`src/rtl/alu_issue_stage.sv`:
```
// Issue register between MIPS decode and the ALU: decodes one instruction per accepted
// handshake into ALU operands/command plus writeback/memory flags, and counts illegal words.
module alu_issue_stage (
   input  logic               clk,
   input  logic               rst,
   input  logic               in_valid,
   output logic               in_ready,
   input  logic [31:0]        instr,
   input  logic [31:0]        rs_data,
   input  logic [31:0]        rt_data,
   input  logic               flush,
   output logic               out_valid,
   input  logic               out_ready,
   output logic signed [31:0] out_a,
   output logic signed [31:0] out_b,
   output logic [3:0]         out_cmd,
   output logic [4:0]         out_dest,
   output logic               out_we,
   output logic               out_mem_rd,
   output logic               out_mem_wr,
   output logic               out_illegal,
   output logic [7:0]         illegal_count
);

   localparam logic [3:0] CMD_ADD    = 4'd0;
   localparam logic [3:0] CMD_SUB    = 4'd2;
   localparam logic [3:0] CMD_AND    = 4'd4;
   localparam logic [3:0] CMD_OR     = 4'd5;
   localparam logic [3:0] CMD_NOR    = 4'd6;
   localparam logic [3:0] CMD_XOR    = 4'd7;
   localparam logic [3:0] CMD_LEFT   = 4'd8;
   localparam logic [3:0] CMD_SRIGHT = 4'd9;
   localparam logic [3:0] CMD_RIGHT  = 4'd10;

   logic [5:0]  opcode;
   logic [5:0]  funct;
   logic [4:0]  rt_idx;
   logic [4:0]  rd_idx;
   logic [31:0] shamt_z;
   logic [31:0] imm_s;
   logic [31:0] imm_z;
   logic [4:0]  unused_rs_idx;

   assign opcode        = instr[31:26];
   assign funct         = instr[5:0];
   assign rt_idx        = instr[20:16];
   assign rd_idx        = instr[15:11];
   assign shamt_z       = {27'b0, instr[10:6]};
   assign imm_s         = {{16{instr[15]}}, instr[15:0]};
   assign imm_z         = {16'b0, instr[15:0]};
   assign unused_rs_idx = instr[25:21];

   logic [31:0] dec_a, dec_b;
   logic [3:0]  dec_cmd;
   logic [4:0]  dec_dest;
   logic        dec_we, dec_mem_rd, dec_mem_wr, dec_ill;

   always_comb begin
      dec_a      = rs_data;
      dec_b      = rt_data;
      dec_cmd    = CMD_ADD;
      dec_dest   = rt_idx;
      dec_we     = 1'b1;
      dec_mem_rd = 1'b0;
      dec_mem_wr = 1'b0;
      dec_ill    = 1'b0;
      if (opcode == 6'h00) begin
         dec_dest = rd_idx;
         case (funct)
            6'h20, 6'h21: dec_cmd = CMD_ADD;
            6'h22, 6'h23: dec_cmd = CMD_SUB;
            6'h24:        dec_cmd = CMD_AND;
            6'h25:        dec_cmd = CMD_OR;
            6'h26:        dec_cmd = CMD_XOR;
            6'h27:        dec_cmd = CMD_NOR;
            6'h00: begin dec_cmd = CMD_LEFT;   dec_a = rt_data; dec_b = shamt_z; end
            6'h02: begin dec_cmd = CMD_RIGHT;  dec_a = rt_data; dec_b = shamt_z; end
            6'h03: begin dec_cmd = CMD_SRIGHT; dec_a = rt_data; dec_b = shamt_z; end
            6'h04: begin dec_cmd = CMD_LEFT;   dec_a = rt_data; dec_b = {27'b0, rs_data[4:0]}; end
            6'h06: begin dec_cmd = CMD_RIGHT;  dec_a = rt_data; dec_b = {27'b0, rs_data[4:0]}; end
            6'h07: begin dec_cmd = CMD_SRIGHT; dec_a = rt_data; dec_b = {27'b0, rs_data[4:0]}; end
            default: dec_ill = 1'b1;
         endcase
      end else begin
         case (opcode)
            6'h08, 6'h09: dec_b = imm_s;
            6'h0C: begin dec_cmd = CMD_AND; dec_b = imm_z; end
            6'h0D: begin dec_cmd = CMD_OR;  dec_b = imm_z; end
            6'h0E: begin dec_cmd = CMD_XOR; dec_b = imm_z; end
            6'h0F: begin dec_cmd = CMD_LEFT; dec_a = imm_z; dec_b = 32'd16; end
            6'h23: begin dec_b = imm_s; dec_mem_rd = 1'b1; end
            6'h2B: begin dec_b = imm_s; dec_we = 1'b0; dec_mem_wr = 1'b1; end
            6'h04, 6'h05: begin dec_cmd = CMD_SUB; dec_we = 1'b0; dec_dest = 5'd0; end
            default: dec_ill = 1'b1;
         endcase
      end
      // Illegal words issue as an all-zero bubble carrying only the flag.
      if (dec_ill) begin
         dec_a      = '0;
         dec_b      = '0;
         dec_cmd    = CMD_ADD;
         dec_dest   = '0;
         dec_we     = 1'b0;
         dec_mem_rd = 1'b0;
         dec_mem_wr = 1'b0;
      end
      if (dec_dest == 5'd0) dec_we = 1'b0;
   end

   logic        valid_q, valid_d;
   logic [31:0] a_q, b_q;
   logic [3:0]  cmd_q;
   logic [4:0]  dest_q;
   logic        we_q, mem_rd_q, mem_wr_q, ill_q;
   logic [7:0]  cnt_q, cnt_d;
   logic        load;

   assign in_ready = !valid_q || out_ready;
   assign load     = in_valid && in_ready && !flush;

   always_comb begin
      valid_d = valid_q;
      cnt_d   = cnt_q;
      if (load) begin
         valid_d = 1'b1;
         if (dec_ill && cnt_q != 8'hFF) cnt_d = cnt_q + 8'd1;
      end else if (flush || out_ready) begin
         valid_d = 1'b0;
      end
   end

   always_ff @(posedge clk) begin
      if (!rst) begin
         valid_q  <= 1'b0;
         a_q      <= '0;
         b_q      <= '0;
         cmd_q    <= '0;
         dest_q   <= '0;
         we_q     <= 1'b0;
         mem_rd_q <= 1'b0;
         mem_wr_q <= 1'b0;
         ill_q    <= 1'b0;
         cnt_q    <= '0;
      end else begin
         valid_q <= valid_d;
         cnt_q   <= cnt_d;
         if (load) begin
            a_q      <= dec_a;
            b_q      <= dec_b;
            cmd_q    <= dec_cmd;
            dest_q   <= dec_dest;
            we_q     <= dec_we;
            mem_rd_q <= dec_mem_rd;
            mem_wr_q <= dec_mem_wr;
            ill_q    <= dec_ill;
         end
      end
   end

   assign out_valid     = valid_q;
   assign out_a         = a_q;
   assign out_b         = b_q;
   assign out_cmd       = cmd_q;
   assign out_dest      = dest_q;
   assign out_we        = we_q;
   assign out_mem_rd    = mem_rd_q;
   assign out_mem_wr    = mem_wr_q;
   assign out_illegal   = ill_q;
   assign illegal_count = cnt_q;

endmodule

```
`config.mk`:
```
export PLATFORM = sky130hd
export DESIGN_NAME = alu_issue_stage
export DESIGN_NICKNAME = d
export VERILOG_FILES = /design/src/rtl/alu_issue_stage.sv
export SDC_FILE = /design/constraint.sdc
export NUM_CORES = 1
export LEC_CHECK = 0
export CAP_MARGIN = 20
export CORE_MARGIN = 10
export CORE_UTILIZATION = 45
export CTS_CLUSTER_SIZE = 20
export DETAILED_ROUTE_END_ITERATION = 6
export PLACE_DENSITY = 0.85
export SYNTH_ARGS = -nofsm -noshare
export SYNTH_HDL_FRONTEND = slang
export SYNTH_SLANG_ARGS = --single-unit
```
`constraint.sdc`:
```
create_clock -name clk -period 4.8 [get_ports clk]
set_clock_uncertainty 0.1 [all_clocks]
set_input_delay 0.96 -clock clk [delete_from_list [all_inputs] [get_ports clk]]
set_output_delay 0.96 -clock clk [all_outputs]
set_load 0.02 [all_outputs]
```
==> run metrics <==
CTS root buffer clkbuf_8; peak fanout along the critical path 23; Antenna Nets Post-Route 0; Yosys top cell by area dfxtp_1; cts hold-fix bufs 0; VDD IR max 0.166 mV; # Post-CTS Setup Buffers 0; Via density 5.75; Ys Warns 0; Worst slew margin 0.343; post-synthesis cell area 4180 um^2; PD cells 242 nW/um^2; gr ovfl total 0; layout cell share with drive strength beyond 1 0.0551; synth top area cells dfxtp_1 41%, nand2_1 9.1%, o21ai_0 4.7%; crit path DAT 3.62 ns; fin crit period 3.48 ns; Area Growth Syn to Fin 48.9%; # rows 35; Final Setup Violations 0; Worst Hold Slack 0.360 ns; endpoint class of the critical path register; Seq/Total Area, Yosys 0.412; outcome finished, final reports clean; DRC 0; final setup margin 1.32 ns; cts bufs inserted 9; top-area cell type share of the netlist area 0.412; initial core utilization 0.456; Async SR Flop Fraction 0; Max clock buf depth 2; vias in the first global route 4385; first-pass GRT wire length 23.7 mm; Buffers on Ports 182; DIE WIDTH 116 um; Worst Max-Slew Pin Slew 0.985 ns; Pins Over Slew Limit 0; Worst Setup Path Type in2reg; post-DP HPWL 12.0 mm; Avg Inst Size Synth 7.99 um^2; vias 4609; cells after synthesis 523; Peak Freq 287 MHz; number of flops mapped to enable cells by yosys 0; Worst-path clk slew 0.09 ns; Hold Crit Class reg2reg; CTS tree yes; overall routing resource usage 0.224; synth unique cells 64; Final Hold Viols 0; Final GP Congestion 0.906; core area 9150 um^2; Die ar. 13500 um^2; Req. time, crit path 4.94 ns; die height 116 um; clock sinks 86; Final Cycle Share 0.726; IO Count 188; WL final 15.7 mm; Yosys reg bits 86; RSZ-0062 raised after global routing false; cells resized by post-CTS repair 0; Max-Cap Viols 0; Leakage Power 2.20 nW; n_diodes 0; Skew-Pair Late Insertion Delay 0.36 ns; initial drt markers 414; Synth Flop Type dfxtp_1; antenna violations before repair 0; DRT Pass-1 Iters 5; Place WS 0.977 ns; Net Count, Synth 625; crit start category input pin; Layout Nets 787; drt wl/cell 19.6 um; largest net degree at the start of global routing 31; total power 0.00150 W; setup TNS 0 ns; htree depth 3
[layer usage]
metal,part of all wire,vias to the layer above,GRT usage
met5,0,-,0
met4,0.020,0,0.0734
met3,0.068,19,0.0503
met2,0.50,183,0.379
met1,0.41,2194,0.274
li1,-,2213,-
[path summary, 6_finish.rpt]
kind | start | endpoint | slack, ns | depth (start not counted)
setup reg to reg | out_valid | out_b[14] | 2.34 | 6
hold / removal | out_a[15] | out_a[15] | 0.36 | 2
hold reg to reg | out_a[15] | out_a[15] | 0.36 | 2
setup / recovery | instr[27] | out_b[16] | 1.32 | 6
[layout by cell type (no fill, tap or decap), drive strengths merged, types with 2 or more instances in the layout]
cell type and n:
nand3 25, o211a 2, a21oi 30, o41ai 2, o21ai 48, clkdlybuf4s50 182, nor2b 4, nor3b 2
and3 4, a22o 4, a21o 19, nand2 102, dfxtp 86, buf 7, nand2b 8, a22oi 18
or3 5, mux2 3, a221oi 2, mux2i 3, nor4 2, and2 5, nand4b 3, o31ai 15
nor2 37, a2bb2oi 6, o22ai 12, nor3 3, a211oi 4, a211o 2, inv 6, or4 5
clkbuf 10, clkinvlp 3, a222oi 3
[critical path, cell delays in order]
cell,delay (ns)
clkdlybuf4s50_1,0.61
or3_1,0.55
a211oi_4,0.35
a211o_1,0.67
buf_4,0.34
o21ai_0,0.13
[synth_stat cells (all sizes together) (2+ instances only)]
cell type  instances
a21o              19
clkbuf            24
a2bb2oi            6
nor4               2
a21oi             30
nand4b             3
buf               14
nand3             25
nand2            102
a211o              2
dfxtp             86
nand2b             8
nor3               3
and3               4
mux2               3
o22ai             12
inv                4
nor2              37
a22oi             18
mux2i              3
a221oi             2
o31ai             15
and2               5
o41ai              2
nor2b              4
o21ai             48
nor3b              2
or4                5
or3                5
o211a              2
a211oi             4
a222oi             3
a22o               4
[registers in the layout, summed over array words and instances, names as in the netlist]
name,count
out_dest,5
out_b,32
out_cmd,4
out_a,32
out_mem_wr,1
out_mem_rd,1
out_illegal,1
out_valid,1
illegal_count,8
out_we,1
[where the power goes]
| group | internal [W] | leakage (nW) | switching [W] |
|---|---|---|---|
| Clock | 0.000244 | 0.0895 | 0.000279 |
| Combinational | 0.000128 | 1.42 | 0.000120 |
| Sequential | 0.000725 | 0.695 | 0.00000746 |
| Total | 0.00110 | 2.20 | 0.000406 |
[logic make-up after synthesis]
family                   after synthesis  share of synthesized area
flip-flops                            86                      0.412
adder cells (fa/ha/maj)                1                    0.00300
multiplexers                           6                     0.0153
buffers and inverters                 43                     0.0455
XOR/XNOR                               1                    0.00210
AND/OR/NAND/NOR                      210                      0.238
AO/OA/AOI/OAI                        176                      0.284
[final cells by class]
| class | instances | area (um^2) |
|---|---|---|
| fillers | 758 | 2940 |
| multi-input cells | 394 | 2270 |
| repair buffers | 189 | 1870 |
| flip-flops and latches | 86 | 1720 |
| well taps | 111 | 139 |
| clock buffers | 10 | 128 |
| clock inverters | 6 | 70.1 |
| inverters | 5 | 18.8 |
[through the flow]
| step | instance area, um^2 | instances | utilization |
|---|---|---|---|
| 2_1_floorplan | 4180 | 523 | - |
| 3_3_place_gp | 6020 | 785 | 0.658 |
| 3_5_place_dp | 6020 | 785 | 0.658 |
| 4_1_cts | 6220 | 801 | 0.679 |
| 5_1_grt | 6220 | 801 | 0.679 |
| 6_report | 6220 | 801 | 0.679 |
Note: power is estimated with default switching activity, not from simulation.
